## config.mk

```make
export PLATFORM = sky130hd
export DESIGN_NAME = jk_phase_detector
export DESIGN_NICKNAME = d
export VERILOG_FILES = /design/src/rtl/jk_pd_pkg.sv /design/src/rtl/jk_pd_channel.sv /design/src/rtl/jk_phase_detector.sv
export SDC_FILE = /design/constraint.sdc
export NUM_CORES = 1
export LEC_CHECK = 0
export BUFFER_PORTS_ARGS = -buffer_cell sky130_fd_sc_hd__buf_2
export CAP_MARGIN = 20
export CORE_MARGIN = 2
export CORE_UTILIZATION = 40
export CTS_CLUSTER_SIZE = 14
export DETAILED_ROUTE_END_ITERATION = 8
export HOLD_SLACK_MARGIN = 0.15
export SLEW_MARGIN = 25
export SYNTH_ARGS = -nofsm -noshare
export SYNTH_HDL_FRONTEND = slang
export SYNTH_SLANG_ARGS = --single-unit
```

## constraint.sdc

```tcl
create_clock -name clk -period 1.6 [get_ports clk]
set_input_delay 0 -clock clk [delete_from_list [all_inputs] [get_ports clk]]
set_output_delay 0 -clock clk [all_outputs]
set_load 0.1 [all_outputs]
```

## src/rtl/jk_pd_pkg.sv

```systemverilog
// Shared constants for the multi-channel JK phase detector.
// The JK encodings match the {jx,kx} concatenation used by each channel.
package jk_pd_pkg;

  localparam logic MODE_LEVEL = 1'b0;
  localparam logic MODE_EDGE  = 1'b1;

  localparam logic [1:0] JK_HOLD   = 2'b00;
  localparam logic [1:0] JK_RESET  = 2'b01;
  localparam logic [1:0] JK_SET    = 2'b10;
  localparam logic [1:0] JK_TOGGLE = 2'b11;

endpackage

```

## src/rtl/jk_pd_channel.sv

```systemverilog
// One detector channel: optional edge qualification of J/K, JK state register,
// and a saturating high-time counter that publishes a sample when Q falls.
module jk_pd_channel
  import jk_pd_pkg::*;
#(
  parameter int CNT_W = 16
) (
  input  logic             clk,
  input  logic             reset,
  input  logic             mode_i,
  input  logic             j_i,
  input  logic             k_i,
  output logic             out_o,
  output logic [CNT_W-1:0] err_data_o,
  output logic             err_valid_o,
  output logic             err_sat_o
);

  logic             j_prev_q, k_prev_q;
  logic             out_q, out_d;
  logic [CNT_W-1:0] cnt_q, cnt_d;
  logic [CNT_W-1:0] err_data_q, err_data_d;
  logic             err_sat_q, err_sat_d;
  logic             err_valid_q, err_valid_d;
  logic             jx, kx;
  logic [CNT_W:0]   cnt_inc;
  logic [CNT_W-1:0] cnt_sat;
  logic             carry;
  logic             fall;

  // History is tracked in both modes so switching to edge mode cannot fake an edge.
  always_comb begin
    jx = j_i;
    kx = k_i;
    if (mode_i == MODE_EDGE) begin
      jx = j_i & ~j_prev_q;
      kx = k_i & ~k_prev_q;
    end
  end

  always_comb begin
    out_d = out_q;
    case ({jx, kx})
      JK_HOLD:   out_d = out_q;
      JK_RESET:  out_d = 1'b0;
      JK_SET:    out_d = 1'b1;
      JK_TOGGLE: out_d = ~out_q;
      default:   out_d = out_q;
    endcase
  end

  assign cnt_inc = {1'b0, cnt_q} + {{CNT_W{1'b0}}, 1'b1};
  assign carry   = cnt_inc[CNT_W];
  assign cnt_sat = carry ? {CNT_W{1'b1}} : cnt_inc[CNT_W-1:0];
  assign fall    = out_q & ~out_d;

  always_comb begin
    cnt_d       = '0;
    err_data_d  = err_data_q;
    err_sat_d   = err_sat_q;
    err_valid_d = 1'b0;
    if (out_q && out_d) begin
      cnt_d = cnt_sat;
    end
    if (fall) begin
      err_data_d  = cnt_sat;
      err_sat_d   = carry;
      err_valid_d = 1'b1;
    end
  end

  always_ff @(posedge clk) begin
    if (reset) begin
      j_prev_q    <= 1'b0;
      k_prev_q    <= 1'b0;
      out_q       <= 1'b0;
      cnt_q       <= '0;
      err_data_q  <= '0;
      err_sat_q   <= 1'b0;
      err_valid_q <= 1'b0;
    end else begin
      j_prev_q    <= j_i;
      k_prev_q    <= k_i;
      out_q       <= out_d;
      cnt_q       <= cnt_d;
      err_data_q  <= err_data_d;
      err_sat_q   <= err_sat_d;
      err_valid_q <= err_valid_d;
    end
  end

  assign out_o       = out_q;
  assign err_data_o  = err_data_q;
  assign err_sat_o   = err_sat_q;
  assign err_valid_o = err_valid_q;

endmodule

```

## src/rtl/jk_phase_detector.sv

```systemverilog
// Multi-channel JK phase detector: CHANNELS independent channels sharing one mode select,
// with per-channel phase-error samples packed into err_data.
module jk_phase_detector
  import jk_pd_pkg::*;
#(
  parameter int CHANNELS = 4,
  parameter int CNT_W    = 16
) (
  input  logic                      clk,
  input  logic                      reset,
  input  logic                      mode,
  input  logic [CHANNELS-1:0]       j,
  input  logic [CHANNELS-1:0]       k,
  output logic [CHANNELS-1:0]       out,
  output logic [CHANNELS-1:0]       out_n,
  output logic [CHANNELS*CNT_W-1:0] err_data,
  output logic [CHANNELS-1:0]       err_valid,
  output logic [CHANNELS-1:0]       err_sat
);

  for (genvar c = 0; c < CHANNELS; c++) begin : g_ch
    jk_pd_channel #(
      .CNT_W(CNT_W)
    ) u_ch (
      .clk         (clk),
      .reset       (reset),
      .mode_i      (mode),
      .j_i         (j[c]),
      .k_i         (k[c]),
      .out_o       (out[c]),
      .err_data_o  (err_data[c*CNT_W +: CNT_W]),
      .err_valid_o (err_valid[c]),
      .err_sat_o   (err_sat[c])
    );
  end

  assign out_n = ~out;

endmodule

```

==> results.toml, run 1 <==
[critical_path]
critPathMaxStageDelay_ns = 0.33
cp_num_cells = 6
crit_path_start_kind = "flip-flop"
worst-r2r-cell-count = 6
crit_family = "simple AND/OR/NAND/NOR gates"
crit_path_end_kind = "flip-flop"
worstPathRequired_ns = 1.91
worstPathArrival_ns = 1.86
path_cells = "nand4_1, buf_4, nor3_2, xnor2_1, a21oi_1, a21o_1"
cp_num_buf_inv = 1
path_max_fanout = 4
slowest_stage = "dfxtp_1"
path_class = "flip-flop to flip-flop"

[timing]
clock.fmax_ghz = 0.645
finalCritPeriodShare = 0.968
fin_worst_skew_ns = 0.00757
hold_viol_final = 0
worst_pin_slew_ns = 0.550
slew_headroom = 0.633
hold_ws_ns = 0.397
fin_crit_ns = 1.55
setup_viol = 0
drv_slew = 0
rsz0062_at_grt = "true"

[drt]
dr.first_iter.drc_count = 258
wirelength_um = 13800
vias = 5020
viasPerCell = 5.01
post-route-drc-count = 0
antenna_left = 0
dr.pass1.iters = 4
avgRoutedWirePerCell_um = 13.8

[floorplanning]
die-area_sq_um = 15500
fp.dieW_um = 125
core_sq_um = 14400
die_y_um = 125
io_pins = 91
row_count = 44
initial_core_util = 0.405

[clock_network]
cts-root-buf = "clkbuf_16"
path_clk_slew_ns = 0.06
clockBufferDepth = 2
cts_buffers = 17
cts_tree = "built"
h-tree-depth = 4
clk_latency_ns = 0.42
cts_num_sinks = 148

[logic_synthesis]
synth-compound-area-share = 0.164
synth_mux_area_frac = 0.0120
yosysSeqAreaShare = 0.509
synth.largest_area_cell = "dfxtp_1"
synth-edff-count = 0
synth_top_family_by_area = "simple AND/OR/NAND/NOR gates"
synth_fa_ha_area_frac = 0.00861
synth_simple_gate_area_frac = 0.202
synth_fp_nets = 658
synth_seq_cells = 148
avgSynthCellArea_sq_um = 9.04
synth_ff_type = "dfxtp_1"
synth_area_sq_um = 5820
netlist_instances = 643
synth_area_leaders = "dfxtp_1, a21oi_1, nand2_1, nor2_1, a21o_1"
async_reset_ff_frac = 0
synth_cell_type_count = 52
yosys_warnings = 0
synthXorXnorAreaFrac = 0.0572
post-synth-top-area-fraction = 0.509

[layout]
ff_latch_area_sq_um = 3000
n_antenna_cell = 0
syn_to_final_growth_pct = 35.0
final_util = 0.546
drive_above_1_share = 0.332
post-route-cell-area_sq_um = 7850
finalNetCount = 821
fillers = 1307
multi_input_area_sq_um = 2840

[worst_hold_path]
hold_path_class = "input port to flip-flop"
holdPathStages = 4

[status]
status = "finished clean"

[job]
drv_cap = 0

[place]
postPlaceCellArea_sq_um = 6820
hpwl_um = 9620
io_buffers = 90
gp_congestion = 0.888

[global_route]
grt_max_degree = 19
grt_util_all_layers = 0.177
grt_pass1_vias = 4786
grt_overflow = 0
grt_pass1_wl_um = 22500
antenna_found_initial = 0

[pwr]
leakage_nw = 3.54
power_density_nw_per_um2 = 1010
total_power_mw = 7.95
ir_drop_v = 0.000624
==> metrics by stage <==
step,setup TNS (ns),setup slack [ns],instances
2_1_floorplan,0,0.00558,643
3_3_place_gp,-0.573,-0.0620,947
3_5_place_dp,-1.88,-0.165,947
4_1_cts,-0.0427,-0.0232,995
5_1_grt,-0.149,-0.0293,1001
6_report,0,0.0507,1001
==> flip-flops by register name (all words and copies together) (netlist names) <==
name                   cells
g_ch.u_ch.cnt_q           64
g_ch.u_ch.err_data_o      64
g_ch.u_ch.err_sat_o        4
g_ch.u_ch.err_valid_o      4
g_ch.u_ch.j_prev_q         4
g_ch.u_ch.k_prev_q         4
g_ch.u_ch.out_o            4
==> final timing paths <==
path                                                  start                     endpoint  slack [ns]
worst min register to register  g_ch[1].u_ch.err_data_o[11]  g_ch[1].u_ch.err_data_o[11]        0.45
worst min-delay path                                   j[0]           g_ch[0].u_ch.out_o        0.40
worst max register to register        g_ch[3].u_ch.cnt_q[2]   g_ch[3].u_ch.err_data_o[9]        0.05
worst max-delay path                  g_ch[3].u_ch.cnt_q[2]   g_ch[3].u_ch.err_data_o[9]        0.05
==> cell families after synthesis <==
| family | count (synthesis) |
|---|---|
| buf+inv | 49 |
| flops | 148 |
| xor+xnor | 38 |
| simple gates | 242 |
| fa+ha+maj | 4 |
| mux | 7 |
| compound gates | 155 |
==> worst reg2reg max path, stage by stage, from the launching register on <==
cell,delay (ns)
dfxtp_1,0.33
nand4_1,0.25
buf_4,0.24
nor3_2,0.20
xnor2_1,0.16
a21oi_1,0.09
a21o_1,0.16
==> cell type report <==
cell class,count,area share
inverters,13,0.00765
flip-flops and latches,148,0.382
multi-input cells,446,0.361
clock inverters,4,0.00590
repair buffers,180,0.150
clock buffers,26,0.0636
well taps,184,0.0293
==> cell usage in the layout (no fill, tap or decap), drive strengths merged, types with 18 or more instances in the layout <==
master,Yosys,final
xor2,20,20
nand2,81,81
o21ai,34,34
nor2,68,68
dfxtp,148,148
clkbuf,11,26
a21oi,67,67
buf,25,163
a21o,30,30
nand3,21,21
xnor2,18,18
==> cells in the mapped netlist, drive strengths merged (2+ instances only) <==
library cell and number:
ha 4, a22o 2, o31ai 2, a31oi 3, a32o 2, clkbuf 11
nor2b 16, o21ai 34, and3b 2, and2 5, a41o 2, and3 8
a21o 30, nor4 10, nand2 81, nand2b 3, nand3 21, a311oi 2
mux2i 7, nor3 12, xnor2 18, buf 25, xor2 20, a31o 3
dfxtp 148, a21oi 67, nand4 13, and4 2, inv 13, nor2 68
==> metal layers <==
layer  GRT usage  routed length [um]  part of all wire  up-vias
met1       0.219                6230              0.45     2371
li1            -                   -                 -     2536
met3      0.0460                 595             0.043       19
met2       0.297                6750              0.49       94
met4      0.0635                 233             0.017        0
met5           0                   0                 0        -
==> timing repair <==
action,4_1_cts,5_1_grt
setup endpoints to repair,37,90
hold buffers,17,0
pin swaps,5,14
setup buffers,1,6
endpoints found under the hold margin,27,0
resized for setup,18,55
gates cloned,0,0
==> report_power, final <==
group / total [mW] / switching, mW / internal, mW
logic: 0.483 / 0.360 / 0.123
clock network: 3.72 / 1.44 / 2.28
registers: 3.75 / 0.0291 / 3.72
Note: power is estimated with default switching activity, not from simulation.
==> inputs of run 2 (changes only) <==
--- a/config.mk
+++ b/config.mk
@@ -12,7 +12,8 @@
 export CTS_CLUSTER_SIZE = 14
 export DETAILED_ROUTE_END_ITERATION = 8
 export HOLD_SLACK_MARGIN = 0.15
-export SLEW_MARGIN = 25
+export SLEW_MARGIN = 10
 export SYNTH_ARGS = -nofsm -noshare
 export SYNTH_HDL_FRONTEND = slang
+export SYNTH_HIERARCHICAL = 1
 export SYNTH_SLANG_ARGS = --single-unit
==> results.toml, run 2 <==
[status]
status = "finished clean"

[timing]
drv_slew = 0
fin_crit_ns = 1.55
setup_viol = 0
layout_setup_ws_ns = 0.0492
finalCritPeriodShare = 0.969
clock.fmax_ghz = 0.645
fin_worst_skew_ns = 0.00501
hold_ws_ns = 0.259
slew_headroom = 0.418
tns_ns = 0
hold_viol_final = 0
worst_pin_slew_ns = 0.873

[layout]
finalNetCount = 879
drive_above_1_share = 0.364
ff_latch_area_sq_um = 3020
syn_to_final_growth_pct = 35.7
finalNonFillerCells = 1092
mostFrequentLayoutCells = "dfxtp_1, buf_2, nand2_1"
final_util = 0.550
n_antenna_cell = 0
fillers = 1405
multi_input_area_sq_um = 3470
final_common_cell = "dfxtp_1"
post-route-cell-area_sq_um = 8650

[logic_synthesis]
synth_seq_cells = 148
post-synth-top-area-fraction = 0.465
avgSynthCellArea_sq_um = 9.37
synth_common_cells = "dfxtp_1, nand2_1, nor2_1"
synth_cell_type_count = 49
yosysSeqAreaShare = 0.465
yosys_warnings = 6
netlist_instances = 680
synth-edff-count = 0
synth_area_sq_um = 6370
async_reset_ff_frac = 0
synth.largest_area_cell = "dfxtp_1"
synth_fp_nets = 695
synth_area_leaders = "dfxtp_1, nand2_1, o21ai_1, nor2_1, a21oi_1"
synth_ff_type = "dfxtp_1"
yosysMostFrequentCell = "dfxtp_1"

[critical_path]
crit_family = "simple AND/OR/NAND/NOR gates"
crit_path_start_kind = "flip-flop"
cp_num_cells = 5
slowest_stage = "or3_4"
path_cells = "ha_4, nand3_2, or3_4, nor4b_4, nor3_1"
worst-r2r-cell-count = 5
worstPathRequired_ns = 1.88
path_max_fanout = 4
crit_path_end_kind = "flip-flop"
path_class = "flip-flop to flip-flop"
worstPathArrival_ns = 1.84
cp_num_buf_inv = 0
critPathMaxStageDelay_ns = 0.40

[pwr]
clkPwrFrac = 0.495
p_sw_frac = 0.228
seq_power_share = 0.447
total_power_mw = 8.39
leakage_nw = 3.35
comb_power_share = 0.058
ir_drop_v = 0.000773
power_density_nw_per_um2 = 971
p_sw_mw = 1.91
power.internal_mw = 6.48

[drt]
antenna_left = 0
vias = 5590
avgRoutedWirePerCell_um = 14.6
viasPerCell = 5.12
wirelength_um = 16000
dr.first_iter.drc_count = 357
dr.pass1.iters = 4
post-route-drc-count = 0

[floorplanning]
fp.dieW_um = 130
die_y_um = 130
initial_core_util = 0.405
core_sq_um = 15700
row_count = 46
io_pins = 91
die-area_sq_um = 17000

[place]
hpwl_um = 11200
dp.cells = 1034
io_buffers = 90
postPlaceCellArea_sq_um = 7540
gp_congestion = 0.851
post-place-ws_ns = -0.0889

[global_route]
grt_util_all_layers = 0.190
grt_pass1_wl_um = 25500
grt_max_degree = 19
antenna_found_initial = 0
grt_pass1_vias = 5236
grt_overflow = 0

[job]
drv_cap = 0

[clock_network]
clockBufferDepth = 2
cts_buffers = 17
cts-root-buf = "clkbuf_16"
cts_tree = "built"
path_clk_slew_ns = 0.06
cts_num_sinks = 148
clk_latency_ns = 0.42
h-tree-depth = 4

[worst_hold_path]
hold_path_class = "input port to flip-flop"
holdPathStages = 4
==> run 2: repair_timing <==
action / in CTS / in global routing
resized for setup: 11 / 54
hold buffers: 17 / 0
cloned: 0 / 1
pin swaps: 0 / 12
hold endpoints to repair: 14 / 0
endpoints found under the setup margin: 17 / 98
buffers inserted: 0 / 9
==> run 2: tightest hold or removal path, stage by stage <==
cell and delay (ns):
buf_2 0.31, a21oi_4 0.17, nand2_1 0.10, o21ai_1 0.05
==> run 2: area by class of cell <==
class | count | area share
clock buffer | 23 | 0.0576
clock inverter | 8 | 0.0142
inverter | 16 | 0.00695
multi-input combinational | 497 | 0.402
sequential | 148 | 0.349
tap | 216 | 0.0313
timing repair buffer | 184 | 0.139
==> run 2: logic make-up (layout without fill, tap and decap cells) <==
family | Yosys count | count (layout) | synth area share
AO/OA/AOI/OAI | 168 | 168 | 0.174
XOR/XNOR | 20 | 20 | 0.0275
adder cells (fa/ha/maj) | 4 | 4 | 0.00786
buffers and inverters | 36 | 231 | 0.0283
flip-flops | 148 | 148 | 0.465
multiplexers | 12 | 12 | 0.0189
AND/OR/NAND/NOR | 292 | 293 | 0.279
==> run 2: path summary, 6_finish.rpt <==
path | start | endpoint | slack [ns]
max | g_ch[2].u_ch/cnt_q[1] | g_ch[2].u_ch/cnt_q[14] | 0.05
min | reset | g_ch[2].u_ch/err_data_o[9] | 0.26
max reg2reg | g_ch[2].u_ch/cnt_q[1] | g_ch[2].u_ch/cnt_q[14] | 0.05
min reg2reg | g_ch[0].u_ch/err_data_o[4] | g_ch[0].u_ch/err_data_o[4] | 0.44
==> run 2: power by group through the flow <==
stage | clock, mW | sequential [mW] | combinational, mW
finish | 4.15 | 3.75 | 0.489
CTS | 4.23 | 3.76 | 0.485
global placement | 0 | 3.84 | 0.447
global route | 4.41 | 3.75 | 0.524
floorplan | 0 | 3.97 | 0.191
detailed placement | 0 | 3.84 | 0.451
==> run 2: per-layer routing <==
metal | vias to the layer above | routed length (um) | track usage
li1 | 2837 | - | -
met4 | 0 | 312 | 0.0810
met2 | 107 | 7570 | 0.306
met3 | 27 | 605 | 0.0418
met5 | - | 0 | 0
met1 | 2619 | 7490 | 0.247
